**src/rtl/e203_nice_csr_master_pkg.sv**
```systemverilog
// Shared types and constants for the NICE CSR initiator and its timeout counter.
package e203_nice_csr_master_pkg;

    typedef enum logic [1:0] {
        ST_IDLE  = 2'd0,
        ST_ISSUE = 2'd1,
        ST_RESP  = 2'd2
    } csr_state_e;

    localparam int          CSR_ADDR_W   = 12;
    localparam int          NICE_ADDR_W  = 32;
    localparam int          NICE_DATA_W  = 32;
    localparam logic [11:0] CSR_BASE_DEF = 12'hBC0;
    localparam logic [11:0] CSR_LAST_DEF = 12'hBFF;

    function automatic logic csr_in_range(input logic [11:0] addr,
                                          input logic [11:0] base,
                                          input logic [11:0] last);
        return (addr >= base) && (addr <= last);
    endfunction

endpackage

```
**src/rtl/e203_nice_csr_tmo_cnt.sv**
```systemverilog
// Saturating 8-bit wait counter; o_hit flags the last cycle before a responder timeout.
module e203_nice_csr_tmo_cnt #(
    parameter int TMO_CYCLES = 16
) (
    input  logic clk,
    input  logic rst_n,
    input  logic i_clr,
    input  logic i_en,
    output logic o_hit
);

    localparam logic [7:0] HIT_VAL = 8'(TMO_CYCLES - 1);

    logic [7:0] r_cnt;

    always_ff @(posedge clk or negedge rst_n) begin
        if (!rst_n) begin
            r_cnt <= '0;
        end else if (i_clr) begin
            r_cnt <= '0;
        end else if (i_en && (r_cnt != 8'hFF)) begin
            r_cnt <= r_cnt + 8'd1;
        end
    end

    assign o_hit = (r_cnt == HIT_VAL);

endmodule

```
**src/rtl/e203_nice_csr_master.sv**
```systemverilog
// NICE CSR initiator: forwards one custom-CSR access at a time to the responder and
// returns its result, flagging out-of-range addresses and responder timeouts as errors.
module e203_nice_csr_master
    import e203_nice_csr_master_pkg::*;
#(
    parameter logic [11:0] CSR_BASE   = CSR_BASE_DEF,
    parameter logic [11:0] CSR_LAST   = CSR_LAST_DEF,
    parameter int          TMO_CYCLES = 16
) (
    input  logic                   clk,
    input  logic                   rst_n,
    input  logic                   csr_req_valid,
    output logic                   csr_req_ready,
    input  logic [CSR_ADDR_W-1:0]  csr_req_addr,
    input  logic                   csr_req_wr,
    input  logic [NICE_DATA_W-1:0] csr_req_wdata,
    output logic                   csr_rsp_valid,
    input  logic                   csr_rsp_ready,
    output logic [NICE_DATA_W-1:0] csr_rsp_rdata,
    output logic                   csr_rsp_err,
    output logic                   nice_csr_valid,
    input  logic                   nice_csr_ready,
    output logic [NICE_ADDR_W-1:0] nice_csr_addr,
    output logic                   nice_csr_wr,
    output logic [NICE_DATA_W-1:0] nice_csr_wdata,
    input  logic [NICE_DATA_W-1:0] nice_csr_rdata
);

    csr_state_e             r_state;
    csr_state_e             w_state_nxt;
    logic [CSR_ADDR_W-1:0]  r_addr;
    logic                   r_wr;
    logic [NICE_DATA_W-1:0] r_wdata;
    logic [NICE_DATA_W-1:0] r_rdata;
    logic                   r_err;

    logic                   w_accept;
    logic                   w_rsp_load;
    logic                   w_rsp_err_nxt;
    logic [NICE_DATA_W-1:0] w_rsp_rdata_nxt;
    logic                   w_cnt_en;
    logic                   w_tmo_hit;

    e203_nice_csr_tmo_cnt #(
        .TMO_CYCLES (TMO_CYCLES)
    ) u_tmo_cnt (
        .clk   (clk),
        .rst_n (rst_n),
        .i_clr (w_accept),
        .i_en  (w_cnt_en),
        .o_hit (w_tmo_hit)
    );

    always_ff @(posedge clk or negedge rst_n) begin
        if (!rst_n) begin
            r_state <= ST_IDLE;
        end else begin
            r_state <= w_state_nxt;
        end
    end

    always_comb begin
        w_state_nxt     = r_state;
        csr_req_ready   = 1'b0;
        csr_rsp_valid   = 1'b0;
        nice_csr_valid  = 1'b0;
        w_accept        = 1'b0;
        w_rsp_load      = 1'b0;
        w_rsp_err_nxt   = 1'b0;
        w_rsp_rdata_nxt = '0;
        w_cnt_en        = 1'b0;
        case (r_state)
            ST_IDLE: begin
                csr_req_ready = 1'b1;
                if (csr_req_valid) begin
                    w_accept = 1'b1;
                    if (csr_in_range(csr_req_addr, CSR_BASE, CSR_LAST)) begin
                        w_state_nxt = ST_ISSUE;
                    end else begin
                        // Out-of-range accesses never touch the responder.
                        w_state_nxt   = ST_RESP;
                        w_rsp_load    = 1'b1;
                        w_rsp_err_nxt = 1'b1;
                    end
                end
            end
            ST_ISSUE: begin
                nice_csr_valid = 1'b1;
                if (nice_csr_ready) begin
                    // Ready takes priority over a timeout landing in the same cycle.
                    w_state_nxt     = ST_RESP;
                    w_rsp_load      = 1'b1;
                    w_rsp_rdata_nxt = r_wr ? '0 : nice_csr_rdata;
                end else if (w_tmo_hit) begin
                    w_state_nxt   = ST_RESP;
                    w_rsp_load    = 1'b1;
                    w_rsp_err_nxt = 1'b1;
                end else begin
                    w_cnt_en = 1'b1;
                end
            end
            ST_RESP: begin
                csr_rsp_valid = 1'b1;
                if (csr_rsp_ready) begin
                    w_state_nxt = ST_IDLE;
                end
            end
            default: begin
                w_state_nxt = ST_IDLE;
            end
        endcase
    end

    always_ff @(posedge clk or negedge rst_n) begin
        if (!rst_n) begin
            r_addr  <= '0;
            r_wr    <= 1'b0;
            r_wdata <= '0;
            r_rdata <= '0;
            r_err   <= 1'b0;
        end else begin
            if (w_accept) begin
                r_addr  <= csr_req_addr;
                r_wr    <= csr_req_wr;
                r_wdata <= csr_req_wdata;
            end
            if (w_rsp_load) begin
                r_rdata <= w_rsp_rdata_nxt;
                r_err   <= w_rsp_err_nxt;
            end
        end
    end

    // Responder and core-facing buses read as zero whenever their handshake is idle.
    assign nice_csr_addr  = nice_csr_valid ? {{(NICE_ADDR_W-CSR_ADDR_W){1'b0}}, r_addr} : '0;
    assign nice_csr_wr    = nice_csr_valid & r_wr;
    assign nice_csr_wdata = nice_csr_valid ? r_wdata : '0;
    assign csr_rsp_rdata  = csr_rsp_valid ? r_rdata : '0;
    assign csr_rsp_err    = csr_rsp_valid & r_err;

endmodule

```
**config.mk**
```make
export PLATFORM = sky130hd
export DESIGN_NAME = e203_nice_csr_master
export DESIGN_NICKNAME = d
export VERILOG_FILES = /design/src/rtl/e203_nice_csr_master_pkg.sv /design/src/rtl/e203_nice_csr_tmo_cnt.sv /design/src/rtl/e203_nice_csr_master.sv
export SDC_FILE = /design/constraint.sdc
export NUM_CORES = 1
export LEC_CHECK = 0
export BUFFER_PORTS_ARGS = -buffer_cell sky130_fd_sc_hd__buf_2
export CORE_AREA = 2 2 93 95
export CTS_BUF_LIST = sky130_fd_sc_hd__clkbuf_16
export CTS_CLUSTER_DIAMETER = 200
export DETAILED_ROUTE_END_ITERATION = 10
export DIE_AREA = 0 0 95 97
export MAX_ROUTING_LAYER = met4
export PLACE_DENSITY_LB_ADDON = 0.15
export REMOVE_ABC_BUFFERS = 1
export SLEW_MARGIN = 20
export SYNTH_ARGS = -nofsm -noshare
export SYNTH_HDL_FRONTEND = slang
export SYNTH_SLANG_ARGS = --single-unit
```
**constraint.sdc**
```tcl
create_clock -name clk -period 3.8 [get_ports clk]
set_clock_uncertainty 0.1 [all_clocks]
set_input_delay 0.19 -clock clk [delete_from_list [all_inputs] [get_ports clk]]
set_output_delay 0.19 -clock clk [all_outputs]
set_load 0.01 [all_outputs]
```
==> flow_metrics.env <==
export IMPL_status="finished clean"
export IMPL_cts_sinks=88
export IMPL_drc_errors=0
export IMPL_end_kind="register"
export IMPL_maxCapViolCount=0
export IMPL_routed_wirelength_um=11000
export IMPL_synthCells=433
export IMPL_hold_class="in -> reg"
export IMPL_syn2layout_area_growth_pct=46.0
export IMPL_grt_pass1_wl_um=17500
export IMPL_syn_area_sq_um=4090
export IMPL_ys_seq_area_share_pct=53.8
export IMPL_grt_remaining_overflow=0
export IMPL_ant_nets=0
export IMPL_start_util_pct=50.3
export IMPL_die_h_um=97
export IMPL_clockBufferDepth=2
export IMPL_crit_slowest_cell="or4_4"
export IMPL_nets=748
export IMPL_fp_coreArea_sq_um=8130
export IMPL_antenna_found_initial=0
export IMPL_syn_avg_cell_area_sq_um=9.45
export IMPL_worstHoldEndpoint="u_tmo_cnt.r_cnt[0]"
export IMPL_vias_per_cell=4.92
export IMPL_dp_slack_ns=1.59
export IMPL_grt_usage_pct=25.0
export IMPL_clkLatencyLatePin_ns=0.34
export IMPL_num_io_pins=183
export IMPL_setup_viol=0
export IMPL_dp_hpwl_um=6450
export IMPL_cpPeakStageDelay_ns=0.57
export IMPL_die_area_sq_um=9220
export IMPL_grt_max_degree=51
export IMPL_yosys_area_top_type="dfrtp_1"
export IMPL_max_freq_mhz=448
export IMPL_crit_buf_inv=0
export IMPL_n_fill_cell=616
export IMPL_timing_slew_headroom_pct=36.8
export IMPL_hold_worst_slack_ns=0.124
export IMPL_io_buffers=162
export IMPL_r2r_cells=4
export IMPL_slew_viol_final=0
export IMPL_p_per_area_nw_per_um2=449
export IMPL_crit_path_start="u_tmo_cnt.r_cnt[4]"
export IMPL_worst_slack_ns=1.57
export IMPL_cp_max_fo=33
export IMPL_first_pass_iters=4
export IMPL_synth_distinct_cells=33
export IMPL_finalHoldViolations=0
export IMPL_drive_above_1_share_pct=28.4
export IMPL_die_w_um=95
export IMPL_worstReg2RegStart="u_tmo_cnt.r_cnt[4]"
export IMPL_path_clk_slew_ns=0.07
export IMPL_start_kind="register"
export IMPL_critPathKind="reg -> reg"
export IMPL_antenna_cells=0
export IMPL_synth_seq_cells=88
export IMPL_synth_area_leaders="dfrtp_1 54%, nand2_1 13%, and2_1 12%"
export IMPL_grt_pass1_vias=3652
export IMPL_final_cells=775
export IMPL_min_from="nice_csr_ready"
export IMPL_cts_resized_gates=0
export IMPL_cp_depth=4
export IMPL_num_rows=33
export IMPL_cts_buffers=9
export IMPL_wl_per_cell_um=14.2
export IMPL_yosys_warnings=0
export IMPL_place_congestion=0.817
export IMPL_whs_path_depth=3
export IMPL_fin_crit_sh_pct=58.8
export IMPL_crit_family="simple AND/OR/NAND/NOR gates"
export IMPL_cp_required_ns=3.92
export IMPL_path_cells="or4_4 -> or3_4 -> a31o_4 -> a22o_1"
export IMPL_worstMarginPinSlew_ns=0.945
export IMPL_r2r_slack_ns=1.57
export IMPL_cts_root_buf="clkbuf_16"
export IMPL_synth_top_area_share_pct=53.8
export IMPL_cts_tree="yes"
export IMPL_min_period_ns=2.23
export IMPL_rsz0062_at_grt="no"
export IMPL_drt_iter0_drc=128
export IMPL_vias=3816
export IMPL_irDropWorstVdd_uv=295
export IMPL_dpl_cell_count=680
export IMPL_cts_htree_levels=3
export IMPL_p_leak_nw=3.30
export IMPL_critPathArrivalTime_ns=2.36
export IMPL_timing_rr_end="r_rdata[25]"
[metrics by stage]
step | TNS [ns] | total power, W | util [%] | area [sq um]
after floorplan | -18.58 | 0.00157 | - | 3900
after global placement | 0 | 0.00176 | 60.2 | 4890
after detailed placement | 0 | 0.00179 | 60.2 | 4890
after CTS | 0 | 0.00271 | 73.4 | 5970
after global routing | 0 | 0.00285 | 73.4 | 5970
final | 0 | 0.00268 | 73.4 | 5970
[area by class of cell]
cell class	instances	area, sq um	area share [%]
Sequential cell	88	2200	36.9
Multi-Input combinational cell	317	1700	28.4
Timing Repair Buffer	246	1640	27.5
Clock buffer	9	225	3.77
Tap cell	105	131	2.20
Clock inverter	7	62.6	1.05
Inverter	3	11.3	0.189
[cell usage in the layout (no fill, tap or decap), types with 5 or more instances in the layout]
master	netlist	routed
buf_2	0	161
dlygate4sd3_1	0	79
a22o_1	32	32
buf_4	20	6
and2_1	78	78
nand2_1	139	138
o21ai_0	5	5
nand4_1	5	5
dfrtp_1	88	88
conb_1	1	20
clkbuf_16	0	9
[routing by layer]
| layer | vias up | share of wire [%] | GRT usage, % |
|---|---|---|---|
| met5 | - | 0 | - |
| met4 | 0 | 3.1 | 10.7 |
| met3 | 32 | 5.1 | 3.66 |
| met2 | 150 | 51 | 40.7 |
| met1 | 1801 | 41 | 30.8 |
| li1 | 1833 | - | - |
[synthesized netlist by cell type, drive strengths merged]
| master | n |
|---|---|
| nand2 | 139 |
| dfrtp | 88 |
| and2 | 78 |
| a22o | 32 |
| buf | 25 |
| clkbuf | 19 |
| o21ai | 7 |
| nand4 | 5 |
| a21oi | 4 |
| o211ai | 4 |
| inv | 3 |
| nand2b | 3 |
| nor2 | 3 |
| and3 | 2 |
| nand3 | 2 |
| nor2b | 2 |
| nor3 | 2 |
| nor3b | 2 |
| o31ai | 2 |
| or3 | 2 |
| a211oi | 1 |
| a31o | 1 |
| and4 | 1 |
| conb | 1 |
| ha | 1 |
| nand3b | 1 |
| o21a | 1 |
| or4 | 1 |
| xor2 | 1 |
[worst reg2reg max path, delay by kind of cell, from the launching register on]
| kind | cells | cell delay (ns) |
|---|---|---|
| AOI/OAI and AO/OA | 2 | 0.62 |
| DFF | 1 | 0.43 |
| and+or+nand+nor | 2 | 0.96 |
[kinds of logic (layout without fill, tap and decap cells)]
family	count (synthesis)	in the layout	share of synthesized area, %
and+or+nand+nor	243	243	28.8
DFF	88	88	53.8
AOI/OAI and AO/OA	52	52	10.1
buffers and inverters	47	265	6.70
adders and majority gates	1	1	0.306
other	1	20	0.0917
xor gates and xnor gates	1	1	0.214
[power by group]
| group | switching (W) | internal [W] |
|---|---|---|
| clock | 0.000394 | 0.000457 |
| sequential | 0.000105 | 0.00115 |
| combinational | 0.000354 | 0.000225 |
| total | 0.000852 | 0.00183 |
[registers in the layout, summed over array words and instances (netlist names)]
name / cells
u_tmo_cnt.r_cnt: 8
r_rdata: 32
r_addr: 12
r_wdata: 32
r_err: 1
r_state: 2
r_wr: 1
[how the worst max path moves through the flow]
stage | endpoint | slack, ns
3_5_place_dp | r_rdata[8] | 1.59
5_1_grt | r_rdata[25] | 1.48
2_1_floorplan | r_rdata[0] | -0.56
3_3_place_gp | r_rdata[21] | 1.63
4_1_cts | r_rdata[8] | 1.58
6_report | r_rdata[25] | 1.57
[repair_timing]
| item | 4_1_cts | 5_1_grt |
|---|---|---|
| endpoints found under the hold margin | 127 | 0 |
| hold buffers | 79 | 0 |
| setup buffers | 0 | 0 |
| endpoints found under the setup margin | 0 | 0 |
Power figures use the tool's default switching activity.
